--- src/rtl/gf13_pkg.sv ---
// GF(2^13) field constants, constant-power multiply helper and Chien FSM states.
// Latency: none (package only).
// Backpressure: not applicable.
package gf13_pkg;

    localparam int GF_M     = 13;
    localparam int GF_ORDER = 8191;
    // x^13 + x^4 + x^3 + x + 1
    localparam logic [GF_M:0] GF_PRIM_POLY = 14'h201B;

    // a * alpha^pow, built as repeated multiply-by-x with reduction; with a
    // constant pow this folds into a pure XOR matrix.
    function automatic logic [GF_M-1:0] gf_mul_const(input logic [GF_M-1:0] a, input int pow);
        logic [GF_M-1:0] r;
        r = a;
        for (int k = 0; k < pow; k++) begin
            r = {r[GF_M-2:0], 1'b0} ^ (r[GF_M-1] ? GF_PRIM_POLY[GF_M-1:0] : '0);
        end
        return r;
    endfunction

    typedef enum logic [1:0] {
        IDLE = 2'd0,
        RUN  = 2'd1,
        DONE = 2'd2
    } chien_state_t;

endpackage

--- src/rtl/gf13_const_mul.sv ---
// Constant multiplier c = a * alpha^POW over GF(2^13).
// Latency: combinational.
// Backpressure: none; pure XOR network.
module gf13_const_mul
    import gf13_pkg::*;
#(
    parameter int POW = 1
) (
    input  logic [GF_M-1:0] a,
    output logic [GF_M-1:0] c
);

    assign c = gf_mul_const(a, POW);

endmodule

--- src/rtl/bch_chien_ctrl.sv ---
// Chien search sequencer: loads sigma(x), evaluates sigma(alpha^j) per position, checks root count.
// Latency: first result 1 cycle after start; 1 position/cycle; done after N_LEN transfers.
// Backpressure: out_valid/out_ready; on stall all registers and out_idx/out_err hold.
module bch_chien_ctrl
    import gf13_pkg::*;
#(
    parameter int T     = 8,
    parameter int N_LEN = GF_ORDER
) (
    input  logic                  clk,
    input  logic                  rst_n,
    input  logic                  start,
    input  logic [(T+1)*GF_M-1:0] sigma_in,
    input  logic [3:0]            deg_in,
    output logic                  busy,
    output logic                  out_valid,
    input  logic                  out_ready,
    output logic                  out_err,
    output logic [12:0]           out_idx,
    output logic                  done,
    output logic                  fail,
    output logic [4:0]            root_cnt
);

    localparam logic [12:0] LAST_IDX = 13'(N_LEN - 1);

    chien_state_t    state_q, state_d;
    logic [GF_M-1:0] coef_q   [0:T];
    logic [GF_M-1:0] coef_nxt [1:T];
    logic [GF_M-1:0] sum;
    logic [3:0]      deg_q;
    logic [4:0]      root_cnt_inc;
    logic            zero_hit;
    logic            xfer;
    logic            last_pos;

    // Coefficient i advances by alpha^i per step; sigma_0 never changes.
    for (genvar i = 1; i <= T; i++) begin : g_mul
        gf13_const_mul #(.POW(i)) u_mul (
            .a (coef_q[i]),
            .c (coef_nxt[i])
        );
    end

    // Sum of all terms is sigma(alpha^j) for the current step.
    always_comb begin
        sum = '0;
        for (int i = 0; i <= T; i++) begin
            sum = sum ^ coef_q[i];
        end
    end

    assign zero_hit     = (sum == '0);
    assign out_err      = out_valid & zero_hit;
    assign xfer         = out_valid & out_ready;
    assign last_pos     = (out_idx == LAST_IDX);
    assign root_cnt_inc = (root_cnt == 5'd31) ? 5'd31 : root_cnt + {4'd0, zero_hit};

    // State register.
    always_ff @(posedge clk or negedge rst_n) begin
        if (!rst_n) begin
            state_q <= IDLE;
        end else begin
            state_q <= state_d;
        end
    end

    // Next state and state-decoded outputs.
    always_comb begin
        state_d   = state_q;
        busy      = 1'b0;
        out_valid = 1'b0;
        done      = 1'b0;
        case (state_q)
            IDLE: begin
                if (start) begin
                    state_d = RUN;
                end
            end
            RUN: begin
                busy      = 1'b1;
                out_valid = 1'b1;
                if (xfer && last_pos) begin
                    state_d = DONE;
                end
            end
            DONE: begin
                busy    = 1'b1;
                done    = 1'b1;
                state_d = IDLE;
            end
            default: state_d = IDLE;
        endcase
    end

    // Load on start, step on each accepted position; verdict taken on the last one.
    always_ff @(posedge clk or negedge rst_n) begin
        if (!rst_n) begin
            for (int i = 0; i <= T; i++) begin
                coef_q[i] <= '0;
            end
            deg_q    <= '0;
            out_idx  <= '0;
            root_cnt <= '0;
            fail     <= 1'b0;
        end else if (state_q == IDLE && start) begin
            for (int i = 0; i <= T; i++) begin
                coef_q[i] <= sigma_in[i*GF_M +: GF_M];
            end
            deg_q    <= deg_in;
            out_idx  <= '0;
            root_cnt <= '0;
            fail     <= 1'b0;
        end else if (xfer) begin
            for (int i = 1; i <= T; i++) begin
                coef_q[i] <= coef_nxt[i];
            end
            root_cnt <= root_cnt_inc;
            if (last_pos) begin
                fail <= (root_cnt_inc != {1'b0, deg_q});
            end else begin
                out_idx <= out_idx + 13'd1;
            end
        end
    end

endmodule

--- config.mk ---
export PLATFORM = sky130hd
export DESIGN_NAME = bch_chien_ctrl
export DESIGN_NICKNAME = d
export VERILOG_FILES = /design/src/rtl/gf13_pkg.sv /design/src/rtl/gf13_const_mul.sv /design/src/rtl/bch_chien_ctrl.sv
export SDC_FILE = /design/constraint.sdc
export NUM_CORES = 1
export LEC_CHECK = 0
export ABC_AREA = 1
export CELL_PAD_IN_SITES_DETAIL_PLACEMENT = 1
export CELL_PAD_IN_SITES_GLOBAL_PLACEMENT = 2
export CORE_ASPECT_RATIO = 0.9
export CORE_MARGIN = 5
export CORE_UTILIZATION = 27
export CTS_CLUSTER_DIAMETER = 30
export CTS_CLUSTER_SIZE = 25
export DETAILED_ROUTE_END_ITERATION = 6
export GPL_ROUTABILITY_DRIVEN = 1
export HOLD_SLACK_MARGIN = 0.12
export PLACE_DENSITY = 0.82
export SYNTH_ARGS = -nofsm -noshare
export SYNTH_HDL_FRONTEND = slang
export SYNTH_HIERARCHICAL = 1
export SYNTH_SLANG_ARGS = --single-unit
--- constraint.sdc ---
create_clock -name clk -period 2.2 [get_ports clk]
set_input_delay 0.44 -clock clk [delete_from_list [all_inputs] [get_ports clk]]
set_output_delay 0.44 -clock clk [all_outputs]
set_load 0.02 [all_outputs]
==> flow_metrics.env <==
export IMPL_start_util_pct=27.4
export IMPL_die_w_um=212
export IMPL_synth_ff_type="dfrtp_1"
export IMPL_whs_ns=0.523
export IMPL_worst_pin_slew_ns=0.571
export IMPL_synth_compound_area_share_pct=12.9
export IMPL_fin_crit_ns=2.72
export IMPL_drt_iter0_drc=453
export IMPL_violations="negative setup slack"
export IMPL_clkTransAtPathRegs_ns=0.07
export IMPL_grt_pass1_wl_mm=61.1
export IMPL_grt_overflow=0
export IMPL_power_leakage_nw=7.20
export IMPL_p_per_area_mw_per_mm2=1670
export IMPL_grt_pass1_vias=11408
export IMPL_worstPathArrival_ns=2.28
export IMPL_synth_warnings=6
export IMPL_synthMuxAreaShare_pct=0
export IMPL_areaGrowthSynthToFinish_pct=43.6
export IMPL_synth_edf_count=0
export IMPL_relSlewSlack_pct=62.0
export IMPL_fin_crit_sh_pct=124
export IMPL_synthAdderAreaFrac_pct=1.00
export IMPL_die_y_um=192
export IMPL_crit_required_ns=1.76
export IMPL_antenna_left=0
export IMPL_netlist_area_mm2=0.00996
export IMPL_first_pass_iters=5
export IMPL_grt_antenna_before_repair=0
export IMPL_core_area_mm2=0.0363
export IMPL_setup_viol=7
export IMPL_design_die_area_mm2=0.0408
export IMPL_postLayoutCoreUtil_pct=39.4
export IMPL_gr_usage_all_layers_pct=18.9
export IMPL_outcome="finished with violations"
export IMPL_synth_distinct_cells=30
export IMPL_synth_async_reset_ratio_pct=100
export IMPL_portBuffers=147
export IMPL_diodes=0
export IMPL_peakVddDrop_mv=0.626
export IMPL_hold_violations=0
export IMPL_clk_insertion_delay_late_ns=0.43
export IMPL_final_cell_area_mm2=0.0143
export IMPL_io_pins=148
export IMPL_clock_tree_root_cell="clkbuf_16"
export IMPL_drv_slew=0
export IMPL_synth_top_family_by_area="simple AND/OR/NAND/NOR gates"
export IMPL_final_common_cell="nand2_1"
export IMPL_yosys_area_share_simple_pct=31.5
export IMPL_pre_cts_ws_ns=-0.772
export IMPL_startpoint_type="flip-flop"
export IMPL_postSynthAreaPerCell_um2=6.50
export IMPL_grt_max_degree=58
export IMPL_fin_ws_ns=-0.524
export IMPL_placed_cell_area_mm2=0.0130
export IMPL_finalNonFillerCells=2312
export IMPL_cts_buffers_inserted=17
export IMPL_final_nets=1956
export IMPL_endpoint_kind="primary output"
export IMPL_ys_seq_area_share_pct=35.7
export IMPL_ys_ff_latch=142
export IMPL_syn_nets=1666
export IMPL_final_cell_mix="nand2_1 (503), buf_4 (203), inv_1 (143)"
export IMPL_synthCells=1533
export IMPL_cts_tree="built"
export IMPL_dp_cells=2245
export IMPL_fillCellCount=4621
export IMPL_cp_max_fo=3
export IMPL_max_freq_mhz=367
export IMPL_drt_wl_total_mm=38.7
export IMPL_clockBufferDepth=2
export IMPL_gp_congestion=0.848
export IMPL_cap_violations=0
export IMPL_hpwl_mm=29.3
export IMPL_fin_worst_skew_ns=0.0102
export IMPL_hold_path_class="flip-flop to flip-flop"
export IMPL_routedWlPerCell_um=16.7
export IMPL_post_route_drc_count=0
export IMPL_vias=10760
export IMPL_rows=66
export IMPL_cts_sinks=142
export IMPL_layout_drive_gt1_share_pct=22.1
export IMPL_cts_max_level=4
export IMPL_synth_xor_area_share_pct=6.33
export IMPL_rsz0062_at_grt="yes"
export IMPL_critPathKind="flip-flop to primary output"
export IMPL_routed_via_density=4.65
path summary, 6_finish.rpt:
path | startpoint | endpoint | slack (ns) | cells after the start
worst max-delay path | coef_q[83]$_DFFE_PN0P_ | out_err | -0.52 | 16
worst min-delay path | deg_q[0]$_DFFE_PN0P_ | deg_q[0]$_DFFE_PN0P_ | 0.52 | 2
worst max register to register | coef_q[83]$_DFFE_PN0P_ | fail$_DFFE_PN0P_ | -0.45 | 24
worst min register to register | deg_q[0]$_DFFE_PN0P_ | deg_q[0]$_DFFE_PN0P_ | 0.52 | 2
max in group asynchronous | rst_n | coef_q[73]$_DFFE_PN0P_ | 0.91 | 3
min in group asynchronous | rst_n | coef_q[85]$_DFFE_PN0P_ | 0.56 | 2
state kept, by name (all words and copies together) (netlist names):
signal	cells
state_q	2
root_cnt	5
fail	1
deg_q	4
out_idx	13
coef_q	117
cell type report:
| class | count | area, um2 | share of cell area, % |
|---|---|---|---|
| Clock buffer | 26 | 509 | 3.56 |
| Clock inverter | 6 | 32.5 | 0.227 |
| Inverter | 181 | 683 | 4.78 |
| Multi-Input combinational cell | 1109 | 5600 | 39.1 |
| Sequential cell | 142 | 3560 | 24.9 |
| Tap cell | 476 | 596 | 4.16 |
| Timing Repair Buffer | 372 | 3320 | 23.2 |
logic make-up after synthesis:
group                    after synthesis
XOR/XNOR                              72
buffers and inverters                282
AO/OA/AOI/OAI                        235
adder cells (fa/ha/maj)                8
flip-flops                           142
AND/OR/NAND/NOR                      794
synth_stat cells, drive strengths merged, types with 35 or more instances:
master	n	area share, %
o22ai	61	3.8
xor2	37	3.3
xnor2	35	3.1
buf	55	4.0
dfrtp	142	36
nand3	70	3.6
nand2	564	21
clkbuf	46	1.8
a21oi	49	2.5
inv	180	6.8
o21ai	118	6.0
nor2	139	5.2
through the flow:
stage,power [mW],TNS (ns)
5_1_grt,26.0,-2.94
3_5_place_dp,19.3,-3.23
6_report,23.8,-2.11
3_3_place_gp,18.9,-2.89
2_1_floorplan,13.5,-0.0733
4_1_cts,22.9,-2.00
where the power goes:
part           switching [mW]  leakage, nW  internal, mW
clock                    1.19        0.270          1.58
sequential               1.25         1.74          3.86
combinational            9.06         5.19          6.87
per-layer routing:
| metal | global-route usage [%] | vias up | wire [um] |
|---|---|---|---|
| met3 | 2.48 | 22 | 1190 |
| met5 | 0 | - | 0 |
| li1 | - | 5354 | - |
| met1 | 26.8 | 5225 | 19000 |
| met4 | 3.08 | 0 | 367 |
| met2 | 31.3 | 159 | 18100 |
timing repair:
| item | CTS | global route |
|---|---|---|
| gates resized for setup | 46 | 111 |
| hold endpoints to repair | 42 | 0 |
| hold buffers | 1 | 0 |
| setup buffers | 19 | 18 |
| pin swaps | 18 | 42 |
| endpoints found under the setup margin | 9 | 10 |
critical path: stages, from the launching register on:
cell	delay, ns
dfrtp_1	0.41
inv_2	0.08
nand2_4	0.10
nand2_2	0.06
nand2_2	0.07
nand2_1	0.07
nand2_2	0.09
nand2_1	0.06
nand2_1	0.06
nand2_1	0.05
inv_1	0.05
nand2_1	0.05
nor2_1	0.13
nand2_2	0.12
buf_6	0.14
nor3_2	0.14
buf_4	0.17
No activity file was read; power rests on OpenSTA's default activity.
